==> src/rtl/fifo_same_clock_fill_pkg.sv <==
// Shared constants and helpers for the single-clock FIFO family.
package fifo_same_clock_fill_pkg;

  // Smallest depth exponent that still leaves a meaningful half/almost-full split.
  localparam int unsigned FIFO_MIN_DEPTH = 2;

  // Ceiling log2, used by instantiators to size DATA_DEPTH from an entry count.
  function automatic int unsigned clog2(input int unsigned value);
    int unsigned result;
    int unsigned v;
    result = 0;
    v      = (value > 0) ? value - 1 : 0;
    while (v > 0) begin
      result = result + 1;
      v      = v >> 1;
    end
    return result;
  endfunction

endpackage

==> src/rtl/fifo_ram_sdp.sv <==
// Simple dual-port storage array: synchronous write, asynchronous or registered read.
module fifo_ram_sdp #(
  parameter int unsigned DATA_WIDTH = 16,
  parameter int unsigned ADDR_WIDTH = 4,
  parameter int unsigned REG_OUT    = 0
) (
  input  logic                  clk,
  input  logic                  rst_n,
  input  logic                  we,
  input  logic [ADDR_WIDTH-1:0] waddr,
  input  logic [DATA_WIDTH-1:0] wdata,
  input  logic                  re,
  input  logic [ADDR_WIDTH-1:0] raddr,
  output logic [DATA_WIDTH-1:0] rdata
);

  logic [DATA_WIDTH-1:0] mem_q [2**ADDR_WIDTH];

  // Write port; contents are never cleared by reset.
  always_ff @(posedge clk) begin
    if (we) begin
      mem_q[waddr] <= wdata;
    end
  end

  generate
    if (REG_OUT != 0) begin : g_reg_read
      logic [DATA_WIDTH-1:0] rdata_q;

      // Registered read: captures the old word when read and write hit the same address.
      always_ff @(posedge clk) begin
        if (!rst_n) begin
          rdata_q <= '0;
        end else if (re) begin
          rdata_q <= mem_q[raddr];
        end
      end

      assign rdata = rdata_q;
    end else begin : g_async_read
      logic unused_ctrl;
      assign unused_ctrl = ^{rst_n, re};
      assign rdata       = mem_q[raddr];
    end
  endgenerate

endmodule

==> src/rtl/fifo_same_clock_fill.sv <==
// Single-clock FIFO with exact fill count, registered level flags and sticky error flags.
module fifo_same_clock_fill
  import fifo_same_clock_fill_pkg::*;
#(
  parameter int unsigned DATA_WIDTH   = 16,
  parameter int unsigned DATA_DEPTH   = 4,
  parameter int unsigned AFULL_MARGIN = 2,
  parameter int unsigned FWFT         = 1
) (
  input  logic                  clk,
  input  logic                  rst_n,
  input  logic                  we,
  input  logic                  re,
  input  logic [DATA_WIDTH-1:0] data_in,
  output logic [DATA_WIDTH-1:0] data_out,
  output logic                  nempty,
  output logic                  full,
  output logic                  almost_full,
  output logic                  half_empty,
  output logic [DATA_DEPTH:0]   fill,
  output logic                  over,
  output logic                  under,
  input  logic                  clr_err
);

  localparam int unsigned FILL_W   = DATA_DEPTH + 1;
  localparam int unsigned WORDS    = 2**DATA_DEPTH;
  localparam logic [DATA_DEPTH:0] FULL_LVL = FILL_W'(WORDS);
  localparam logic [DATA_DEPTH:0] AF_LVL   = FILL_W'(WORDS - AFULL_MARGIN);
  localparam logic [DATA_DEPTH:0] HALF_LVL = FILL_W'(WORDS / 2);
  localparam int unsigned REG_OUT  = (FWFT == 0) ? 1 : 0;

  logic [DATA_DEPTH-1:0] waddr_q, waddr_d;
  logic [DATA_DEPTH-1:0] raddr_q, raddr_d;
  logic [DATA_DEPTH:0]   fill_q, fill_d;
  logic                  nempty_q, full_q, afull_q, hempty_q;
  logic                  over_q, over_d, under_q, under_d;
  logic                  rd_acc, wr_acc;
  logic                  ram_we, ram_re;

  // Acceptance, pointer advance, fill arithmetic and sticky error next-state.
  always_comb begin
    rd_acc  = re & nempty_q;
    wr_acc  = we & (~full_q | rd_acc);
    waddr_d = waddr_q;
    raddr_d = raddr_q;
    fill_d  = fill_q;
    if (wr_acc) begin
      waddr_d = waddr_q + 1'b1;
    end
    if (rd_acc) begin
      raddr_d = raddr_q + 1'b1;
    end
    unique case ({wr_acc, rd_acc})
      2'b10:   fill_d = fill_q + 1'b1;
      2'b01:   fill_d = fill_q - 1'b1;
      default: fill_d = fill_q;
    endcase
    // A new error in the same cycle wins over a clear request.
    over_d  = (we & ~wr_acc) | (over_q & ~clr_err);
    under_d = (re & ~rd_acc) | (under_q & ~clr_err);
  end

  // State registers; flags are derived from next-state fill so they track fill on the same edge.
  always_ff @(posedge clk) begin
    if (!rst_n) begin
      waddr_q  <= '0;
      raddr_q  <= '0;
      fill_q   <= '0;
      nempty_q <= 1'b0;
      full_q   <= 1'b0;
      afull_q  <= 1'b0;
      hempty_q <= 1'b1;
      over_q   <= 1'b0;
      under_q  <= 1'b0;
    end else begin
      waddr_q  <= waddr_d;
      raddr_q  <= raddr_d;
      fill_q   <= fill_d;
      nempty_q <= (fill_d != '0);
      full_q   <= (fill_d == FULL_LVL);
      afull_q  <= (fill_d >= AF_LVL);
      hempty_q <= (fill_d <= HALF_LVL);
      over_q   <= over_d;
      under_q  <= under_d;
    end
  end

  assign ram_we = wr_acc & rst_n;
  assign ram_re = rd_acc;

  fifo_ram_sdp #(
    .DATA_WIDTH (DATA_WIDTH),
    .ADDR_WIDTH (DATA_DEPTH),
    .REG_OUT    (REG_OUT)
  ) u_ram (
    .clk   (clk),
    .rst_n (rst_n),
    .we    (ram_we),
    .waddr (waddr_q),
    .wdata (data_in),
    .re    (ram_re),
    .raddr (raddr_q),
    .rdata (data_out)
  );

  assign fill        = fill_q;
  assign nempty      = nempty_q;
  assign full        = full_q;
  assign almost_full = afull_q;
  assign half_empty  = hempty_q;
  assign over        = over_q;
  assign under       = under_q;

endmodule

==> config.mk <==
export PLATFORM = sky130hd
export DESIGN_NAME = fifo_same_clock_fill
export DESIGN_NICKNAME = d
export VERILOG_FILES = /design/src/rtl/fifo_same_clock_fill_pkg.sv /design/src/rtl/fifo_ram_sdp.sv /design/src/rtl/fifo_same_clock_fill.sv
export SDC_FILE = /design/constraint.sdc
export NUM_CORES = 1
export LEC_CHECK = 0
export CELL_PAD_IN_SITES_DETAIL_PLACEMENT = 1
export CELL_PAD_IN_SITES_GLOBAL_PLACEMENT = 2
export CORE_ASPECT_RATIO = 1.75
export CORE_MARGIN = 5
export CORE_UTILIZATION = 30
export CTS_BUF_LIST = sky130_fd_sc_hd__clkbuf_2 sky130_fd_sc_hd__clkbuf_4 sky130_fd_sc_hd__clkbuf_8
export DETAILED_ROUTE_END_ITERATION = 6
export GPL_TIMING_DRIVEN = 0
export MAX_ROUTING_LAYER = met4
export PLACE_DENSITY = 0.54
export SLEW_MARGIN = 10
export SYNTH_ARGS = -nofsm -noshare
export SYNTH_HDL_FRONTEND = slang
export SYNTH_SLANG_ARGS = --single-unit
==> constraint.sdc <==
create_clock -name clk -period 6.9 [get_ports clk]
set_input_delay 2.07 -clock clk [delete_from_list [all_inputs] [get_ports clk]]
set_output_delay 2.07 -clock clk [all_outputs]
set_load 0.02 [all_outputs]
Yosys cells after proc, flatten, opt, wreduce, memory -nomap -nowiden
Memories as Yosys holds them, arrays and structs flattened. A register that Yosys moved wholly into a read port is not among the register bits.
Cells that the tools add are included.
- register bits after elaboration: 19
- RAM bits: 256
- input bits: 21
- output and inout bits: 27
- word-level logic and storage cells: 39
- memories kept: 1
- add/sub/neg operators: 4
- order comparisons: 2
- equal/unequal tests: 3
- mux-type cells: 5
- bitwise operators: 14
- reduce and logical (&&, ||, !) cells: 1
- memories (name ; words ; width ; read ports ; clocked after Yosys merged registers in ; wr ports ; line ; RTL):
    u_ram.mem_q ; 16 ; 16 ; 1 ; 1 ; 1 ; fifo_ram_sdp.sv:17 ; logic [DATA_WIDTH-1:0] mem_q [2**ADDR_WIDTH];
- operator list (kind ; count):
    $pmux 5 s2 ; 1
    $add 4x1->4 const B ; 2
    $mux 4 ; 2
    $and 1x1->1 ; 7
    $add 5x1->5 const B ; 1
    $eq 5x5->1 const B ; 1
    $ge 5x4->1 const B ; 1
    $le 5x4->1 const B ; 1
    $reduce_bool 5->1 ; 1
    $sub 5x1->5 const B ; 1
    $not 1->1 ; 4
    $or 1x1->1 ; 3
    $eq 2x1->1 const B ; 1
    $eq 2x2->1 const B ; 1
    $mux 1 ; 2

Logic depth before layout (Yosys ltp)
- depth after elaboration: 6
- depth in mapped cells: 13
- gate-level depth less buffers: 12

By module
From an unflattened synthesis, not the netlist that was laid out.
- cells, all modules: 531
- area total of the unflattened synthesis: 10797.9 um2
- by module, submodules not included (module ; instances ; cells an instance ; area each (um2) ; sequential area each (um2)):
    fifo_ram_sdp ; 1 ; 416 ; 9723.1 ; 7687.4
    fifo_same_clock_fill ; 1 ; 115 ; 1074.8 ; 380.4

Worst setup path after synthesis
No wires, ideal clock.
- path kind: in2reg
- start point: in re
- end point: reg nempty_q, in the netlist nempty
- setup time: 135 ps
- arrival: 4292 ps
- data required time: 6765 ps
- path slack: 2473 ps
- stages: 12
- buffers on the path: 1
- cells stage by stage: nand2_1 a21boi_1 inv_1 ha_1 buf_4 xor2_1 ha_1 a21oi_1 mux2i_1 xor2_1 o21a_1 o211ai_1
- cells in the longest elaborated chain, start to end: 6
- elaborated cells between the ends (all ways): 7
- classes of those cells: eq/ne (2); mux (1); bitwise (3); reduce/logical (1)
- ends and longest elaborated chain (element ; line ; RTL):
    start, declared ; fifo_same_clock_fill.sv:13 ; input logic re,
    $and 1x1->1 * ; fifo_same_clock_fill.sv:43 ; rd_acc = re & nempty_q;
    $or 1x1->1 ; fifo_same_clock_fill.sv:44 ; wr_acc = we & (~full_q | rd_acc);
    $and 1x1->1 ; fifo_same_clock_fill.sv:44 ;
    $eq 2x1->1 or $eq 2x2->1 (tied branches) ; fifo_same_clock_fill.sv:54 ; unique case ({wr_acc, rd_acc})
    $pmux 5 s2 * ; fifo_same_clock_fill.sv:54 ;
    $reduce_bool 5->1 * ; fifo_same_clock_fill.sv:80 ; nempty_q <= (fill_d != '0);
    end signal, assigned ; fifo_same_clock_fill.sv:80 ;
    end, declared ; fifo_same_clock_fill.sv:36 ; logic nempty_q, full_q, afull_q, hempty_q;
Mark *: on every way between the ends. The rest lies on a longest branch, timed or not.
A chain may end at the register's enable or synchronous reset.

==> flow_metrics.tcl <==
set metrics [dict create \
    hpwl_um 18800 \
    cts_tree "done" \
    relSlewSlack_pct 28.7 \
    tns_ns 0 \
    grt_pass1_wl_um 40200 \
    clk_latency_ns 0.55 \
    final_hold_viol_count 0 \
    postSynth.asyncResetShare_pct 0 \
    syn_nets 523 \
    grt_pass1_vias 6165 \
    grt.overflow.total 0 \
    area_growth_pct 20.1 \
    core_mm2 0.0358 \
    synthXorXnorAreaFrac_pct 0.732 \
    synth_top_family_by_area "multiplexers" \
    grt_max_degree 17 \
    synth.top_cell.area_share_pct 71.4 \
    required_ns 4.83 \
    dp.cells 1029 \
    fin_util_pct 36.1 \
    skew_ns 0.0128 \
    drt-pass1-iter-count 4 \
    holdCritPathClass "reg -> reg" \
    finalCriticalPeriod_ns 5.73 \
    status "completed" \
    cts.repair.resized 0 \
    ys_ff_latch 279 \
    htreeDepth 2 \
    numCtsBuffers 42 \
    antenna_found_initial 1 \
    synth_common_cells "edfxtp_1 (256), mux4_2 (80), nor2_1 (30)" \
    synth-edff-count 256 \
    synth_flop_cell "edfxtp_1" \
    cts_buffer_depth 3 \
    synthAdderAreaFrac_pct 0.929 \
    die_w_um 153 \
    cts_num_sinks 279 \
    synth_area_mm2 0.0108 \
    max-cap-violations 0 \
    synth-simple-area-share_pct 2.58 \
    slowest_stage "buf_1" \
    crit_path_max_incr_delay_ns 0.85 \
    start_util_pct 30.1 \
    path_clk_slew_ns 0.06 \
    yosysTopAreaCell "edfxtp_1" \
    cts_setup_buffers 0 \
    tightestPinTransition_ns 1.07 \
    synthMuxAreaShare_pct 17.1 \
    dieArea_mm2 0.0399 \
    port_buffers 46 \
    place_congestion 0.701 \
    period_share_pct 83.1 \
    synth.avg_cell_area_um2 21.8 \
    drc 0 \
    ys_seq_area_share_pct 75.6 \
    worstPathArrival_ns 3.66 \
    synth_most_common_cell "edfxtp_1" \
    synthTopCellsByArea "edfxtp_1 (71%), mux4_2 (17%), dfxtp_1 (4.3%)" \
    rsz0062_at_grt "false" \
    ctsHoldBuffers 0 \
    vias 5177 \
    cts-root-buf "clkbuf_8" \
    crit_fanout 10 \
    ios 48 \
    final_cells 1104 \
    peakVddDrop_mv 0.124 \
    slew_viol_final 0 \
    crit_type "reg -> out" \
    postSynthCellCount 494 \
    yosysWarnings 0 \
    p_leak_nw 4.03 \
    drive_gt1_share_pct 30.6 \
    drt-wirelength-per-cell_um 24.3 \
    worst_path_most_repeated_cell "mux4_2" \
    die_h_um 261 \
    fmax_mhz 174 \
    ant_nets 0 \
    routed_via_density 4.69 \
    synth_compound_area_share_pct 1.13 \
    nets 632 \
    path_cells "clkbuf_1, buf_1, mux4_2, mux4_2, clkdlybuf4s50_1" \
    worstSetupStartpointType "register" \
    rows 92 \
    drt_iter0_drc 326 \
    synth.distinct_cells 40 \
    grtUsageTotal_pct 14.2 \
    endpoint_kind "output pin" \
    powerDensity_mw_per_mm2 294 \
    finalSetupViolations 0 \
    wirelength_um 26800 \
]
[metrics by stage]
step	hold WS [ns]	total power [mW]	setup slack [ns]	cell area, um^2
after floorplan	0.468	2.34	2.47	10800
after global placement	0.483	2.57	-0.0558	11800
after detailed placement	0.498	2.58	1.32	12200
after CTS	0.516	3.87	1.01	12900
after global routing	0.562	3.97	0.954	12900
final	0.506	3.80	1.17	12900
[power breakdown]
| group | internal (mW) | switching, mW |
|---|---|---|
| logic | 0.305 | 0.323 |
| registers | 1.88 | 0.0193 |
| clock network | 0.649 | 0.623 |
| total | 2.83 | 0.965 |
[cell type report]
class,count,area [um^2]
multi-input combinational,178,2480
timing repair buffer,65,747
clock buffer,56,689
sequential,279,8150
inverter,11,41.3
buffer,26,159
antenna,1,2.50
tap,470,588
clock inverter,18,80.1
fill,3468,22900
[cells by family after synthesis]
kind of cell,count (synthesis)
AOI/OAI and AO/OA,17
DFF,279
xor gates and xnor gates,9
buffers and inverters,37
muxes,84
adders and majority gates,8
and+or+nand+nor,60
[metal layers]
layer  up-vias  global-route usage, %  wire (um)
met3        47                   2.27        817
met5         -                      -          0
met2       110                   27.5      15700
met4         0                   4.78        768
li1       2254                      -          -
met1      2766                   14.3       9560
[critical path: cells and delay by family, from the launching register on]
kind	cells	cell delay, ns
buffers and inverters	3	1.86
flip-flops	1	0.31
multiplexers	2	0.93
[flip-flops by register name, indices dropped and copies added, names as in the netlist, named ones only]
name,count
almost_full,1
fill,5
full,1
half_empty,1
nempty,1
over,1
raddr_q,4
u_ram.mem_q,256
under,1
waddr_q,4
[path summary, 6_finish.rpt]
check / to / cells after the start / slack, ns / from
worst min register to register: under / 2 / 0.51 / under
worst min-delay path: under / 2 / 0.51 / under
worst max register to register: nempty / 12 / 3.58 / nempty
worst max-delay path: data_out[1] / 5 / 1.17 / register
[layout by cell type, fill, tap and decap left out, drive strengths merged, types with 8 or more instances in the layout]
| cell type | netlist | layout |
|---|---|---|
| inv | 11 | 11 |
| buf | 21 | 40 |
| clkdlybuf4s50 | 0 | 46 |
| clkinv | 0 | 16 |
| nor2 | 30 | 30 |
| mux4 | 80 | 80 |
| ha | 8 | 8 |
| clkbuf | 4 | 60 |
| dfxtp | 23 | 23 |
| edfxtp | 256 | 256 |
Power figures use the tool's default switching activity.
